`config.mk`:
```
export PLATFORM = sky130hd
export DESIGN_NAME = trace_dump
export DESIGN_NICKNAME = d
export VERILOG_FILES = /design/src/rtl/trace_dump.sv
export SDC_FILE = /design/constraint.sdc
export NUM_CORES = 1
export LEC_CHECK = 0
export CAP_MARGIN = 20
export CORE_MARGIN = 2
export CORE_UTILIZATION = 35
export DETAILED_ROUTE_END_ITERATION = 8
export PLACE_DENSITY_LB_ADDON = 0.05
export RECOVER_POWER = 100
export SKIP_CTS_REPAIR_TIMING = 1
export SLEW_MARGIN = 20
export SYNTH_ARGS = -nofsm -noshare
export SYNTH_HDL_FRONTEND = slang
export SYNTH_SLANG_ARGS = --single-unit
```
`constraint.sdc`:
```
create_clock -name clk -period 5.95 [get_ports clk]
set_clock_uncertainty 0.2 [all_clocks]
set_input_delay 1.19 -clock clk [delete_from_list [all_inputs] [get_ports clk]]
set_output_delay 1.19 -clock clk [all_outputs]
set_load 0.03 [all_outputs]
```
`src/rtl/trace_dump.sv`:
```
// -----------------------------------------------------------------------------
// trace_dump
//   Streams a completed trace capture out of the trace RAM, one byte at a time,
//   oldest sample first. A dump starts at trace_end+1 (mod 512) and sends
//   NUM_SMPL bytes. The read address wraps at 9 bits.
//
//   Each byte passes through four states:
//     RD      - read strobe
//     LATCH   - RAM data registered into tx_data
//     SEND    - trmt pulse
//     WAIT_TX - wait for tx_done
//   This gives trmt 3 cycles after request acceptance or after the previous
//   tx_done.
//
// Handshake protocol: all control handshakes are single-cycle pulses. dump_req
//   is acted on only in IDLE. It is accepted when capture_done is high and
//   rejected with a one-cycle dump_err otherwise. trmt and tx_done form a
//   request/complete pair: one trmt is followed by exactly one tx_done.
//   dump_abort is a level and overrides everything, including a tx_done in the
//   same cycle.
//
// Ports:
//   clk, rst_n        clock, synchronous active-low reset
//   dump_req          pulse, start a dump
//   dump_abort        level, terminate an active dump
//   capture_done      trace RAM holds a completed capture
//   trace_end[8:0]    address of the newest captured sample
//   rdata[7:0]        RAM read data, valid the cycle after ren
//   tx_done           pulse, transmitter finished a byte
//   raddr[8:0], ren   RAM read address / read enable
//   tx_data[7:0]      byte to transmit
//   trmt              pulse, start transmission
//   clr_capture_done  pulse, release the capture unit at a normal finish
//   dump_busy         high in every state except IDLE
//   dump_done         pulse, dump completed normally
//   dump_err          pulse, request rejected (no capture available)
//   dbg_state[2:0]    current FSM state, for observation
// -----------------------------------------------------------------------------
module trace_dump #(
   parameter int NUM_SMPL = 512
) (
   input  logic       clk,
   input  logic       rst_n,
   input  logic       dump_req,
   input  logic       dump_abort,
   input  logic       capture_done,
   input  logic [8:0] trace_end,
   input  logic [7:0] rdata,
   input  logic       tx_done,
   output logic [8:0] raddr,
   output logic       ren,
   output logic [7:0] tx_data,
   output logic       trmt,
   output logic       clr_capture_done,
   output logic       dump_busy,
   output logic       dump_done,
   output logic       dump_err,
   output logic [2:0] dbg_state
);

   typedef enum logic [2:0] {
      IDLE    = 3'd0,
      RD      = 3'd1,
      LATCH   = 3'd2,
      SEND    = 3'd3,
      WAIT_TX = 3'd4,
      FIN     = 3'd5
   } state_t;

   localparam logic [9:0] LAST_CNT = 10'(NUM_SMPL);

   state_t     state;
   state_t     state_nxt;
   logic [9:0] cnt;
   logic [9:0] cnt_inc;
   logic       accept;
   logic       byte_sent;

   assign cnt_inc   = cnt + 10'd1;
   assign accept    = (state == IDLE) && dump_req && capture_done;
   // An abort in the same cycle as tx_done cancels the byte bookkeeping too.
   assign byte_sent = (state == WAIT_TX) && tx_done && !dump_abort;
   assign dump_busy = (state != IDLE);
   assign dbg_state = state;

   always_comb begin
      state_nxt        = state;
      ren              = 1'b0;
      trmt             = 1'b0;
      clr_capture_done = 1'b0;
      dump_done        = 1'b0;
      case (state)
         IDLE:    if (accept) state_nxt = RD;
         RD: begin
            ren       = 1'b1;
            state_nxt = LATCH;
         end
         LATCH:   state_nxt = SEND;
         SEND: begin
            trmt      = 1'b1;
            state_nxt = WAIT_TX;
         end
         WAIT_TX: if (tx_done) state_nxt = (cnt_inc == LAST_CNT) ? FIN : RD;
         FIN: begin
            clr_capture_done = 1'b1;
            dump_done        = 1'b1;
            state_nxt        = IDLE;
         end
         default: state_nxt = IDLE;
      endcase
      // Abort wins in every active state; an aborted dump never releases
      // the capture unit.
      if ((state != IDLE) && dump_abort) begin
         state_nxt        = IDLE;
         clr_capture_done = 1'b0;
         dump_done        = 1'b0;
      end
   end

   always_ff @(posedge clk) begin
      if (!rst_n) begin
         state    <= IDLE;
         raddr    <= 9'd0;
         tx_data  <= 8'd0;
         cnt      <= 10'd0;
         dump_err <= 1'b0;
      end else begin
         state    <= state_nxt;
         dump_err <= (state == IDLE) && dump_req && !capture_done;
         // trace_end is sampled here only; later changes do not affect the dump.
         if (accept) begin
            raddr <= trace_end + 9'd1;
            cnt   <= 10'd0;
         end
         if (state == LATCH) tx_data <= rdata;
         if (byte_sent) begin
            cnt   <= cnt_inc;
            raddr <= raddr + 9'd1;
         end
      end
   end

endmodule

```
==> impl_metrics.json <==
{
  "status": "completed",
  "first_pass_iters": 4,
  "grt_use_total_pct": 18.13,
  "power_density_nw_per_um2": 207.2,
  "p_switching_mw": 0.1506,
  "yosysWarnings": 0,
  "max_clock_freq_mhz": 241.3,
  "synth_area_per_cell_um2": 7.671,
  "worstPathArrival_ps": 4080,
  "area.growth.synth_to_final_pct": 34.83,
  "cap_viol_max_count": 0,
  "endpoint_kind": "flip-flop",
  "start_util_pct": 36.71,
  "synth_flop_cell": "dfxtp_1",
  "min_period_ps": 4143,
  "route.vias.total": 1774,
  "ys_types": 46,
  "grt_pass1_vias": 1673,
  "drc_errors": 0,
  "clock_sinks": 31,
  "utilization_pct": 49.49,
  "ctsHtreeMaxLevel": 2,
  "cts_tree": "yes",
  "ctsLongestPathBuffers": 2,
  "cp_cell_sequence": "dlygate4sd3_1, nor2b_1, and2_0, nand2_1, nand2_1, ha_1, nand3_1, nor3_1, mux2i_1, a31oi_1",
  "synth-edff-count": 0,
  "clk_pin_slew_ps": 80,
  "grt_max_degree": 25,
  "cp_top_family": "simple AND/OR/NAND/NOR gates",
  "internal_power_mw": 0.3402,
  "synth.area.top_cells": "dfxtp_1, nand2_1, a21oi_1",
  "slew_headroom_pct": 19.48,
  "globalRouteOverflowTotal": 0,
  "path_buf_inv": 1,
  "finalWirelength_mm": 4.709,
  "final_layout_size_suffix_gt1_share_pct": 5.091,
  "yosysTopAreaCell": "dfxtp_1",
  "die_area_um2": 5602,
  "ant_nets": 0,
  "rr_startpoint": "dbg_state[2]",
  "power.total_mw": 0.4907,
  "clkPwrFrac_pct": 35.1,
  "ys_ff_latch": 31,
  "rsz0062_at_grt": "no",
  "io_buffers": 48,
  "synth_commonest_cells": "dfxtp_1, nand2_1, nor2_1",
  "leakage_nw": 0.8994,
  "ir_worst_vdd_mv": 0.1172,
  "viasPerCell": 5.187,
  "netlist_instances": 229,
  "cp_slowest_cell": "and2_0",
  "syn-num-nets": 255,
  "worstPathMaxFanout": 24,
  "place.gp.congestion": 0.8887,
  "clock_latency_ps": 280,
  "seq_power_share_pct": 45.7,
  "final-setup-viol-count": 0,
  "numCtsBuffers": 5,
  "io_pins": 49,
  "tns_ps": 0,
  "worst_pin_slew_ps": 1207,
  "slew_viol_final": 0,
  "stdcell_area_um2": 2369,
  "pwr-share-comb_pct": 19.2,
  "finalCritPeriodShare_pct": 69.64,
  "cpMostUsedCell": "nand2_1",
  "hold_class": "flip-flop to flip-flop",
  "crit_path_start": "tx_done",
  "async_reset_ff_share_pct": 0,
  "die_y_um": 74.85,
  "diodes": 0,
  "grt_first_pass_wirelength_mm": 7.790,
  "max_stage_delay_ps": 960,
  "drt_iter0_drc": 136,
  "placed_cell_area_um2": 2281,
  "coreArea_um2": 4786,
  "dp_hpwl_mm": 3.387,
  "synth-seq-area-share_pct": 35.33,
  "wire_per_inst_um": 13.77,
  "yosysTopAreaCellShare_pct": 35.33,
  "layout.nets": 300,
  "swShare_pct": 30.68,
  "grt_antenna_before_repair": 0,
  "synth_most_common_cell": "dfxtp_1",
  "cts_root_buf": "clkbuf_8",
  "min_from": "tx_data[6]",
  "netlist_area_um2": 1757,
  "worstSetupPathType": "primary input to flip-flop",
  "cp-start-kind": "primary input",
  "final_hold_viol_count": 0,
  "critPathRequiredTime_ps": 5890,
  "rows": 25,
  "die_x_um": 74.85
}
cells by family after synthesis:
logic type | synth area share [%]
xor gates and xnor gates | 2.991
muxes | 5.128
adders and majority gates | 2.137
DFF | 35.33
and+or+nand+nor | 29.20
buffers and inverters | 4.844
AOI/OAI and AO/OA | 20.37
metrics by stage:
stage | cells | hold slack, ps | worst slack (ps)
2_1_floorplan | 229 | 275.4 | 1923
3_3_place_gp | 334 | 277.0 | 1877
3_5_place_dp | 334 | 286.6 | 1841
4_1_cts | 342 | 305.9 | 1839
5_1_grt | 342 | 320.3 | 1465
6_report | 342 | 289.7 | 1807
worst paths after layout:
check / to / slack [ps] / depth (start not counted)
worst max-delay path: raddr[8] / 1810 / 10
worst min register to register: tx_data[6] / 290 / 2
worst max register to register: raddr[8] / 2730 / 9
worst min-delay path: tx_data[6] / 290 / 2
cell type report:
| cell class | count | area (um^2) |
|---|---|---|
| clock buffer | 5 | 68.82 |
| clock inverter | 3 | 23.77 |
| fill | 490 | 2417 |
| inverter | 10 | 37.54 |
| multi-input combinational | 177 | 1046 |
| sequential | 31 | 620.6 |
| tap | 67 | 83.83 |
| timing repair buffer | 49 | 488.0 |
placed cells by master, fill, tap and decap left out, drive strengths merged, types with 4 or more instances in the layout:
master and count:
dfxtp 31, xnor2 4, clkbuf 5, inv 11, nand4 4, and3 6, clkdlybuf4s50 20, dlygate4sd3 28
nor2 24, o21ai 11, nand2 29, a21oi 19, nand3 14, mux2i 9, nor3 11
state kept, by name, summed over array words and instances, names as in the netlist:
signal / cells
cnt: 10
dump_err: 1
raddr: 9
dbg_state: 3
tx_data: 8
metal layers:
| layer | track usage [%] | share of wire [%] | routed length [um] |
|---|---|---|---|
| met5 | 0 | 0 | 0 |
| met4 | 4.167 | 0.85 | 40 |
| met3 | 4.552 | 4.4 | 208 |
| met2 | 30.60 | 49 | 2302 |
| met1 | 23.34 | 46 | 2158 |
power by group through the flow:
stage	Clock [mW]	Sequential, mW	Combinational (mW)
finish	0.172	0.224	0.0942
global route	0.190	0.226	0.103
CTS	0.180	0.224	0.0990
detailed placement	0	0.229	0.0986
global placement	0	0.229	0.0991
floorplan	0	0.243	0.0378
worst reg2reg max path, delay by kind of cell (launching register included):
family	cells	cell delay, ps
flip-flops	1	410
adder cells (fa/ha/maj)	1	270
AO/OA/AOI/OAI	1	90
AND/OR/NAND/NOR	6	1900
multiplexers	1	220
No activity file was read; power rests on OpenSTA's default activity.
